<file path="config.mk">
export PLATFORM = sky130hd
export DESIGN_NAME = byte_mem_arbiter_flat
export DESIGN_NICKNAME = d
export VERILOG_FILES = /design/src/rtl/byte_mem_pkg.sv /design/src/rtl/byte_mem_arbiter_if.sv /design/src/rtl/rr_arbiter2.sv /design/src/rtl/byte_mem_arbiter.sv /design/src/flat_wrapper.sv
export SDC_FILE = /design/constraint.sdc
export NUM_CORES = 1
export LEC_CHECK = 0
export ABC_AREA = 1
export BUFFER_PORTS_ARGS = -buffer_cell sky130_fd_sc_hd__buf_2
export CORE_MARGIN = 1
export CORE_UTILIZATION = 45
export DETAILED_ROUTE_END_ITERATION = 10
export HOLD_SLACK_MARGIN = 0.03
export PLACE_DENSITY = 0.72
export SLEW_MARGIN = 0
export SYNTH_ARGS = -nofsm -noshare
export SYNTH_HDL_FRONTEND = slang
export SYNTH_SLANG_ARGS = --single-unit
</file>
<file path="constraint.sdc">
create_clock -name clk -period 9.1 [get_ports clk]
set_input_delay 0.455 -clock clk [delete_from_list [all_inputs] [get_ports clk]]
set_output_delay 0.455 -clock clk [all_outputs]
set_load 0.02 [all_outputs]
</file>
<file path="src/rtl/byte_mem_pkg.sv">
// Shared types and constants for the byte-wide memory arbiter.
// lane() maps a big-endian byte index (0 = MSB) to its byte of a 32-bit word.
package byte_mem_pkg;

    typedef enum logic [1:0] {
        IDLE = 2'd0,
        XFER = 2'd1,
        RESP = 2'd2
    } state_t;

    localparam int   BEATS  = 4;
    localparam logic REQ_IF = 1'b0;
    localparam logic REQ_D  = 1'b1;

    function automatic logic [7:0] lane(input logic [31:0] word, input logic [1:0] idx);
        logic [7:0] b;
        case (idx)
            2'd0:    b = word[31:24];
            2'd1:    b = word[23:16];
            2'd2:    b = word[15:8];
            default: b = word[7:0];
        endcase
        return b;
    endfunction

endpackage

</file>
<file path="src/rtl/byte_mem_arbiter_if.sv">
// Bundle of the fetch, data and byte-memory signals around the arbiter.
// slave = arbiter view, master = requesters + memory array view.
interface byte_mem_arbiter_if #(parameter int ADDR_W = 16);

    logic              if_req;
    logic [31:0]       if_addr;
    logic              if_ack;
    logic [31:0]       if_rdata;
    logic              d_req;
    logic              d_we;
    logic [31:0]       d_addr;
    logic [31:0]       d_wdata;
    logic              d_ack;
    logic [31:0]       d_rdata;
    logic [ADDR_W-1:0] mem_addr;
    logic              mem_we;
    logic [7:0]        mem_wdata;
    logic [7:0]        mem_rdata;
    logic              busy;

    modport slave (
        input  if_req, if_addr, d_req, d_we, d_addr, d_wdata, mem_rdata,
        output if_ack, if_rdata, d_ack, d_rdata, mem_addr, mem_we, mem_wdata, busy
    );

    modport master (
        output if_req, if_addr, d_req, d_we, d_addr, d_wdata, mem_rdata,
        input  if_ack, if_rdata, d_ack, d_rdata, mem_addr, mem_we, mem_wdata, busy
    );

endinterface

</file>
<file path="src/rtl/rr_arbiter2.sv">
// Two-input round-robin picker: a lone request wins, a tie goes to the
// requester that did not win last time.
import byte_mem_pkg::*;

module rr_arbiter2 (
    input  logic [1:0] req,
    input  logic       last_grant,
    output logic       grant
);

    always_comb begin
        grant = REQ_IF;
        if (req[REQ_IF] && req[REQ_D])
            grant = ~last_grant;
        else if (req[REQ_D])
            grant = REQ_D;
    end

endmodule

</file>
<file path="src/rtl/byte_mem_arbiter.sv">
// Shares one byte-wide memory port between fetch and data requesters; each
// grant runs four big-endian byte beats over one aligned 32-bit word.
import byte_mem_pkg::*;

module byte_mem_arbiter #(
    parameter int ADDR_W = 16
) (
    input  logic              clk,
    input  logic              rst,
    byte_mem_arbiter_if.slave bus
);

    state_t            state, state_nx;
    logic [1:0]        beat;
    logic              gid, last_grant, grant, we_r, any_req, last_beat, in_xfer;
    logic [ADDR_W-1:0] base;
    logic [31:0]       wdata_r, asm_r, asm_nx, if_rdata_r, d_rdata_r;

    assign any_req   = bus.if_req | bus.d_req;
    assign last_beat = (beat == 2'(BEATS - 1));
    assign in_xfer   = (state == XFER);

    rr_arbiter2 u_rr (
        .req        ({bus.d_req, bus.if_req}),
        .last_grant (last_grant),
        .grant      (grant)
    );

    always_comb begin
        state_nx = state;
        case (state)
            IDLE:    if (any_req) state_nx = XFER;
            XFER:    if (last_beat) state_nx = RESP;
            RESP:    state_nx = IDLE;
            default: state_nx = IDLE;
        endcase
    end

    // Assembly word with the current beat's byte already merged, so the final
    // beat can be handed straight to the rdata register on the XFER->RESP edge.
    always_comb begin
        asm_nx = asm_r;
        case (beat)
            2'd0:    asm_nx[31:24] = bus.mem_rdata;
            2'd1:    asm_nx[23:16] = bus.mem_rdata;
            2'd2:    asm_nx[15:8]  = bus.mem_rdata;
            default: asm_nx[7:0]   = bus.mem_rdata;
        endcase
    end

    always_ff @(posedge clk or posedge rst) begin
        if (rst) begin
            state      <= IDLE;
            beat       <= 2'd0;
            last_grant <= REQ_D;
            gid        <= REQ_IF;
            we_r       <= 1'b0;
            base       <= '0;
            wdata_r    <= '0;
            asm_r      <= '0;
            if_rdata_r <= '0;
            d_rdata_r  <= '0;
        end else begin
            state <= state_nx;
            case (state)
                IDLE: if (any_req) begin
                    gid        <= grant;
                    last_grant <= grant;
                    beat       <= 2'd0;
                    if (grant == REQ_D) begin
                        base    <= {bus.d_addr[ADDR_W-1:2], 2'b00};
                        we_r    <= bus.d_we;
                        wdata_r <= bus.d_wdata;
                    end else begin
                        base    <= {bus.if_addr[ADDR_W-1:2], 2'b00};
                        we_r    <= 1'b0;
                    end
                end
                XFER: begin
                    beat <= beat + 2'd1;
                    if (!we_r) begin
                        asm_r <= asm_nx;
                        if (last_beat) begin
                            if (gid == REQ_IF) if_rdata_r <= asm_nx;
                            else               d_rdata_r  <= asm_nx;
                        end
                    end
                end
                default: ;
            endcase
        end
    end

    // base is word aligned, so base + beat never carries out of the word.
    assign bus.mem_addr  = in_xfer ? (base + ADDR_W'(beat)) : '0;
    assign bus.mem_we    = in_xfer & we_r;
    assign bus.mem_wdata = (in_xfer && we_r) ? lane(wdata_r, beat) : 8'h00;
    assign bus.if_ack    = (state == RESP) && (gid == REQ_IF);
    assign bus.d_ack     = (state == RESP) && (gid == REQ_D);
    assign bus.if_rdata  = if_rdata_r;
    assign bus.d_rdata   = d_rdata_r;
    assign bus.busy      = (state != IDLE);

endmodule
</file>
<file path="src/flat_wrapper.sv">
// flat-port wrapper written by rule: the top's interface ports become plain ports
module byte_mem_arbiter_flat 
#(
    parameter int ADDR_W = 16
)
  (clk, rst, bus_if_req, bus_if_addr, bus_d_req, bus_d_we, bus_d_addr, bus_d_wdata, bus_mem_rdata, bus_if_ack, bus_if_rdata, bus_d_ack, bus_d_rdata, bus_mem_addr, bus_mem_we, bus_mem_wdata, bus_busy);
  byte_mem_arbiter_if #(.ADDR_W(ADDR_W)) bus_i ();
  input  logic clk;
  input  logic rst;
  input wire logic [$bits(bus_i.if_req)-1:0] bus_if_req;
  input wire logic [$bits(bus_i.if_addr)-1:0] bus_if_addr;
  input wire logic [$bits(bus_i.d_req)-1:0] bus_d_req;
  input wire logic [$bits(bus_i.d_we)-1:0] bus_d_we;
  input wire logic [$bits(bus_i.d_addr)-1:0] bus_d_addr;
  input wire logic [$bits(bus_i.d_wdata)-1:0] bus_d_wdata;
  input wire logic [$bits(bus_i.mem_rdata)-1:0] bus_mem_rdata;
  output wire logic [$bits(bus_i.if_ack)-1:0] bus_if_ack;
  output wire logic [$bits(bus_i.if_rdata)-1:0] bus_if_rdata;
  output wire logic [$bits(bus_i.d_ack)-1:0] bus_d_ack;
  output wire logic [$bits(bus_i.d_rdata)-1:0] bus_d_rdata;
  output wire logic [$bits(bus_i.mem_addr)-1:0] bus_mem_addr;
  output wire logic [$bits(bus_i.mem_we)-1:0] bus_mem_we;
  output wire logic [$bits(bus_i.mem_wdata)-1:0] bus_mem_wdata;
  output wire logic [$bits(bus_i.busy)-1:0] bus_busy;
  assign bus_i.if_req = bus_if_req;
  assign bus_i.if_addr = bus_if_addr;
  assign bus_i.d_req = bus_d_req;
  assign bus_i.d_we = bus_d_we;
  assign bus_i.d_addr = bus_d_addr;
  assign bus_i.d_wdata = bus_d_wdata;
  assign bus_i.mem_rdata = bus_mem_rdata;
  assign bus_if_ack = bus_i.if_ack;
  assign bus_if_rdata = bus_i.if_rdata;
  assign bus_d_ack = bus_i.d_ack;
  assign bus_d_rdata = bus_i.d_rdata;
  assign bus_mem_addr = bus_i.mem_addr;
  assign bus_mem_we = bus_i.mem_we;
  assign bus_mem_wdata = bus_i.mem_wdata;
  assign bus_busy = bus_i.busy;
  byte_mem_arbiter #(.ADDR_W(ADDR_W)) u_core (.clk(clk), .rst(rst), .bus(bus_i));
endmodule
</file>
# Word-level counts from Yosys, hierarchy flattened
# Cells that the tools add are included.
# totals
reg_bits	151
out_inout_bits	92
wordCells	56
# classes
addsub	2
n_eq_ne	7
n_mux	16
n_bitwise	5
n_reduce_logical	16
# ops
cell	count
8-bit two-way mux	5
16-bit two-way mux	2
8-bit case mux with 3 select lines	1
16-bit by 2-bit adder with 16-bit output	1
2-bit case mux with 2 select lines	2
2-bit AND reduction	4
4-bit AND reduction	2
2-bit equality test (second input constant)	3
2-bit two-way mux	3
2-bit by 1-bit equality test with 1-bit output (second input constant)	2
1-bit logical AND	4
2-bit zero test	2
2-bit by 1-bit inequality test with 1-bit output (second input constant)	2
2-bit nonzero test	2
1-bit two-way mux	3
1-bit inverter	3
3-bit AND reduction	1
3-bit OR reduction	1
2-bit by 1-bit adder with 2-bit output (second input constant)	1
1-bit bitwise AND	1
1-bit OR	1

# Depth between registers and ports, before layout
# depth
word_depth	3
depth_mapped	8
depth_no_buf	7

# Hierarchy
# Synthesis repeated with hierarchy kept, for this count alone.
# hier_totals
hier_cells	900
hier_area_um2	6981.7
# by_module_without_submodules
module	instances	cells_per_inst	area_per_inst_um2
byte_mem_arbiter	1	898	6969.2
rr_arbiter2	1	2	12.5

# Worst setup path after synthesis
# No wires, ideal clock.
# synth_path
kind	flip-flop to output port
start	register u_core.beat[0]
end	output port bus_mem_wdata[5]
arrival_ns	1.525
path_slack_ns	7.120
stages_incl_launch_ff	9
path_buffers	2
path_cell_list	dfrtp_1 -> inv_1 -> ha_1 -> clkbuf_1 -> buf_2 -> nand2_1 -> nand2_1 -> nor2_1 -> nor2_1
# synth_via
elab_chain_len	3
# synth_rtl
item	line_no	text
start, declared	byte_mem_arbiter.sv:14	logic [1:0] beat;
start signal, assigned	byte_mem_arbiter.sv:80	beat <= beat + 2'd1;
2-bit equality test (tied with other cells)	byte_mem_pkg.sv:17	case (idx)
8-bit case mux with 3 select lines (*)	byte_mem_pkg.sv:17	
8-bit two-way mux (*)	byte_mem_arbiter.sv:97	assign bus.mem_wdata = (in_xfer && we_r) ? lane(wdata_r, beat) : 8'h00;
end, declared	flat_wrapper.sv:23	output wire logic [$bits(bus_i.mem_wdata)-1:0] bus_mem_wdata;
# Mark *: on every way between the ends. The rest lies on a longest branch, timed or not.

# Final worst setup path
# layout_path
start	register u_core.state[1]
end	output port bus_mem_wdata[3]
# layout_via
elab_chain_len	3
# layout_rtl
item	line_no	text
start, declared	byte_mem_arbiter.sv:13	state_t state, state_nx;
start signal, assigned	byte_mem_arbiter.sv:64	state <= state_nx;
2-bit by 1-bit equality test with 1-bit output	byte_mem_arbiter.sv:21	assign in_xfer = (state == XFER);
1-bit logical AND	byte_mem_arbiter.sv:97	
8-bit two-way mux	byte_mem_arbiter.sv:97	
# No other way between the ends.

==> impl_metrics.env <==
export IMPL_outcome="finished, final reports clean"
export IMPL_period_minus_slack_ns=3.04
export IMPL_cp_end_kind="primary output"
export IMPL_die_h_um=127
export IMPL_routed_wirelength_um=17800
export IMPL_crit_type="flip-flop to primary output"
export IMPL_hold_class="input pin to async pin"
export IMPL_worstRegToRegCells=8
export IMPL_drtPass1Iterations=5
export IMPL_grt_pass1_vias=5955
export IMPL_cts_resized=0
export IMPL_ys_types=19
export IMPL_worstSetupStartpoint="u_core.state[1]"
export IMPL_diodes=0
export IMPL_fp_dieArea_mm2=0.0160
export IMPL_ys_top_cells_by_count="479 x nand2_1, 148 x dfrtp_1, 96 x nand3_1"
export IMPL_synth_edf_count=0
export IMPL_clkTransAtPathRegs_ns=0.06
export IMPL_r2r_slack_ns=6.17
export IMPL_cts_tree="yes"
export IMPL_drt_iter0_markers=378
export IMPL_h_tree_depth=4
export IMPL_drive_above_1_share=0.198
export IMPL_place_hpwl_um=11400
export IMPL_ant_nets=0
export IMPL_io_pins=201
export IMPL_reg2reg_to="u_core.bus.d_rdata[2]"
export IMPL_wl_met2_um=8440
export IMPL_clock_sinks=149
export IMPL_vias=6245
export IMPL_power_density_mw_per_mm2=398
export IMPL_syn_instance_count=927
export IMPL_yosysTopAreaCell="dfrtp_1"
export IMPL_post_route_period_util=0.334
export IMPL_grtUsageTotal=0.236
export IMPL_fin_nets=1178
export IMPL_wl_met1_um=7910
export IMPL_worstPathMaxFanout=53
export IMPL_start_kind="flip-flop"
export IMPL_placed_area_mm2=0.00782
export IMPL_rr_startpoint="u_core.state[1]"
export IMPL_max_stage_delay_ns=0.58
export IMPL_ys_seq_area_frac=0.534
export IMPL_synth_most_common_cell="nand2_1"
export IMPL_crit_buf_inv=2
export IMPL_post_cts_setup_buffers=0
export IMPL_maxCapViolCount=0
export IMPL_path_cells="inv_1 > nand2_2 > nor2_2 > o21ai_0 > nor2_1 > buf_2"
export IMPL_die_x_um=127
export IMPL_clockRootBuffer="clkbuf_16"
export IMPL_endpoint="bus_mem_wdata[3]"
export IMPL_initial_core_util=0.461
export IMPL_viasPerCell=4.94
export IMPL_ir_worst_vdd_v=0.000199
export IMPL_ys_warn_count=0
export IMPL_fin_setup_tns_ns=0
export IMPL_power_mw=3.37
export IMPL_async_flop_share=1.00
export IMPL_worst_path_stages=6
export IMPL_final_util=0.559
export IMPL_final_hold_viol_count=0
export IMPL_syn_area_mm2=0.00698
export IMPL_rsz0062_at_grt="false"
export IMPL_cts_buffers=17
export IMPL_fmax_ghz=0.329
export IMPL_synthTopCellsByArea="dfrtp_1 53%, nand2_1 26%, nand3_1 6.9%, o21ai_0 3.1%, inv_1 3.0%"
export IMPL_wl_met3_um=1180
export IMPL_tightest_slew_ns=1.08
export IMPL_power_leakage_nw=4.97
export IMPL_syn_num_nets=1041
export IMPL_cp_required_ns=8.65
export IMPL_antenna_found_initial=0
export IMPL_rows=45
export IMPL_cp_top_family="simple AND/OR/NAND/NOR gates"
export IMPL_port_buffers=164
export IMPL_skew_ns=0.00981
export IMPL_synthDominantCellAreaShare=0.530
export IMPL_cp_arrival_ns=2.58
export IMPL_gp_congestion=0.786
export IMPL_clk_latency_ns=0.43
export IMPL_cpMaxStageDelayCell="nand2_2"
export IMPL_core_mm2=0.0151
export IMPL_gr_total_overflow=0
export IMPL_ys_ff_latch=149
export IMPL_drc=0
export IMPL_stdcell_area_mm2=0.00847
export IMPL_ys_flop_type="dfrtp_1"
export IMPL_wl_per_cell_um=14.0
export IMPL_syn_avg_cell_area_um2=7.53
export IMPL_cts_buffer_depth=2
export IMPL_slew_violations=0
export IMPL_setup_viol=0
export IMPL_grt_pass1_wl_um=29700
export IMPL_grt_max_degree=94
export IMPL_syn_to_final_growth_pct=21.3
export IMPL_top_layer="met4"
export IMPL_slew_headroom=0.276
export IMPL_cts_hold_buf=0
==> flip-flops by register name, indices dropped and copies added, names as in the netlist <==
name,count
u_core.bus.if_rdata,32
u_core.state,2
u_core.asm_r,32
u_core.bus.d_rdata,32
u_core.beat,2
u_core.we_r,1
u_core.gid,1
u_core.last_grant,1
u_core.wdata_r,32
u_core.base,14
==> cells by family (layout without fill, tap and decap cells) <==
kind of cell,count (synthesis),count (layout),share of synthesized area
compound gates,44,44,0.0321
fa+ha+maj,5,5,0.00896
buf+inv,110,260,0.0715
flops,149,149,0.534
simple gates,619,619,0.353
==> cells in the final DEF (no fill, tap or decap), drive strengths merged <==
cell | Yosys | routed
nand2 | 481 | 481
buf | 37 | 171
dfrtp | 148 | 148
nand3 | 96 | 96
inv | 57 | 57
o21ai | 44 | 44
nor2 | 40 | 40
clkbuf | 16 | 24
ha | 5 | 5
bufinv | 0 | 4
clkinv | 0 | 3
nor3 | 2 | 2
clkinvlp | 0 | 1
dfstp | 1 | 1
==> through the flow <==
step	setup slack [ns]	instances	hold slack [ns]
final	6.06	1265	0.187
after CTS	6.05	1265	0.249
after global placement	6.15	1233	0.449
after global routing	5.86	1265	0.262
after detailed placement	6.13	1233	0.453
after floorplan	4.64	927	0.437
==> how the worst min path moves through the flow <==
stage	startpoint	endpoint	cells past startpoint
floorplan	u_core.wdata_r[0]	u_core.wdata_r[0]	2
global placement	u_core.wdata_r[5]	u_core.wdata_r[5]	2
detailed placement	u_core.wdata_r[1]	u_core.wdata_r[1]	2
CTS	rst	u_core.wdata_r[11]	2
global route	bus_d_wdata[20]	u_core.wdata_r[20]	3
finish	rst	u_core.bus.if_rdata[29]	2
==> worst reg2reg max path, delay by kind of cell, from the launching register on <==
kind | cells | cell delay [ns]
and+or+nand+nor | 5 | 1.38
DFF | 1 | 0.40
buffers and inverters | 3 | 1.04
==> power by group <==
| part | internal (mW) | switching, mW |
|---|---|---|
| Sequential | 0.976 | 0.165 |
| Clock | 0.502 | 0.270 |
| Combinational | 0.428 | 1.03 |
==> layer usage <==
metal,up-vias,GRT usage
met1,2902,0.311
li1,3124,-
met3,14,0.0616
met5,-,0
met2,205,0.381
met4,0,0.0773
==> cell type report <==
cell class | count | area (um^2)
multi-input cells | 668 | 2760
clock inverters | 8 | 143
inverters | 57 | 219
clock buffers | 24 | 512
fillers | 1432 | 6680
flip-flops and latches | 149 | 3730
well taps | 188 | 235
repair buffers | 171 | 873
Power figures use the tool's default switching activity.
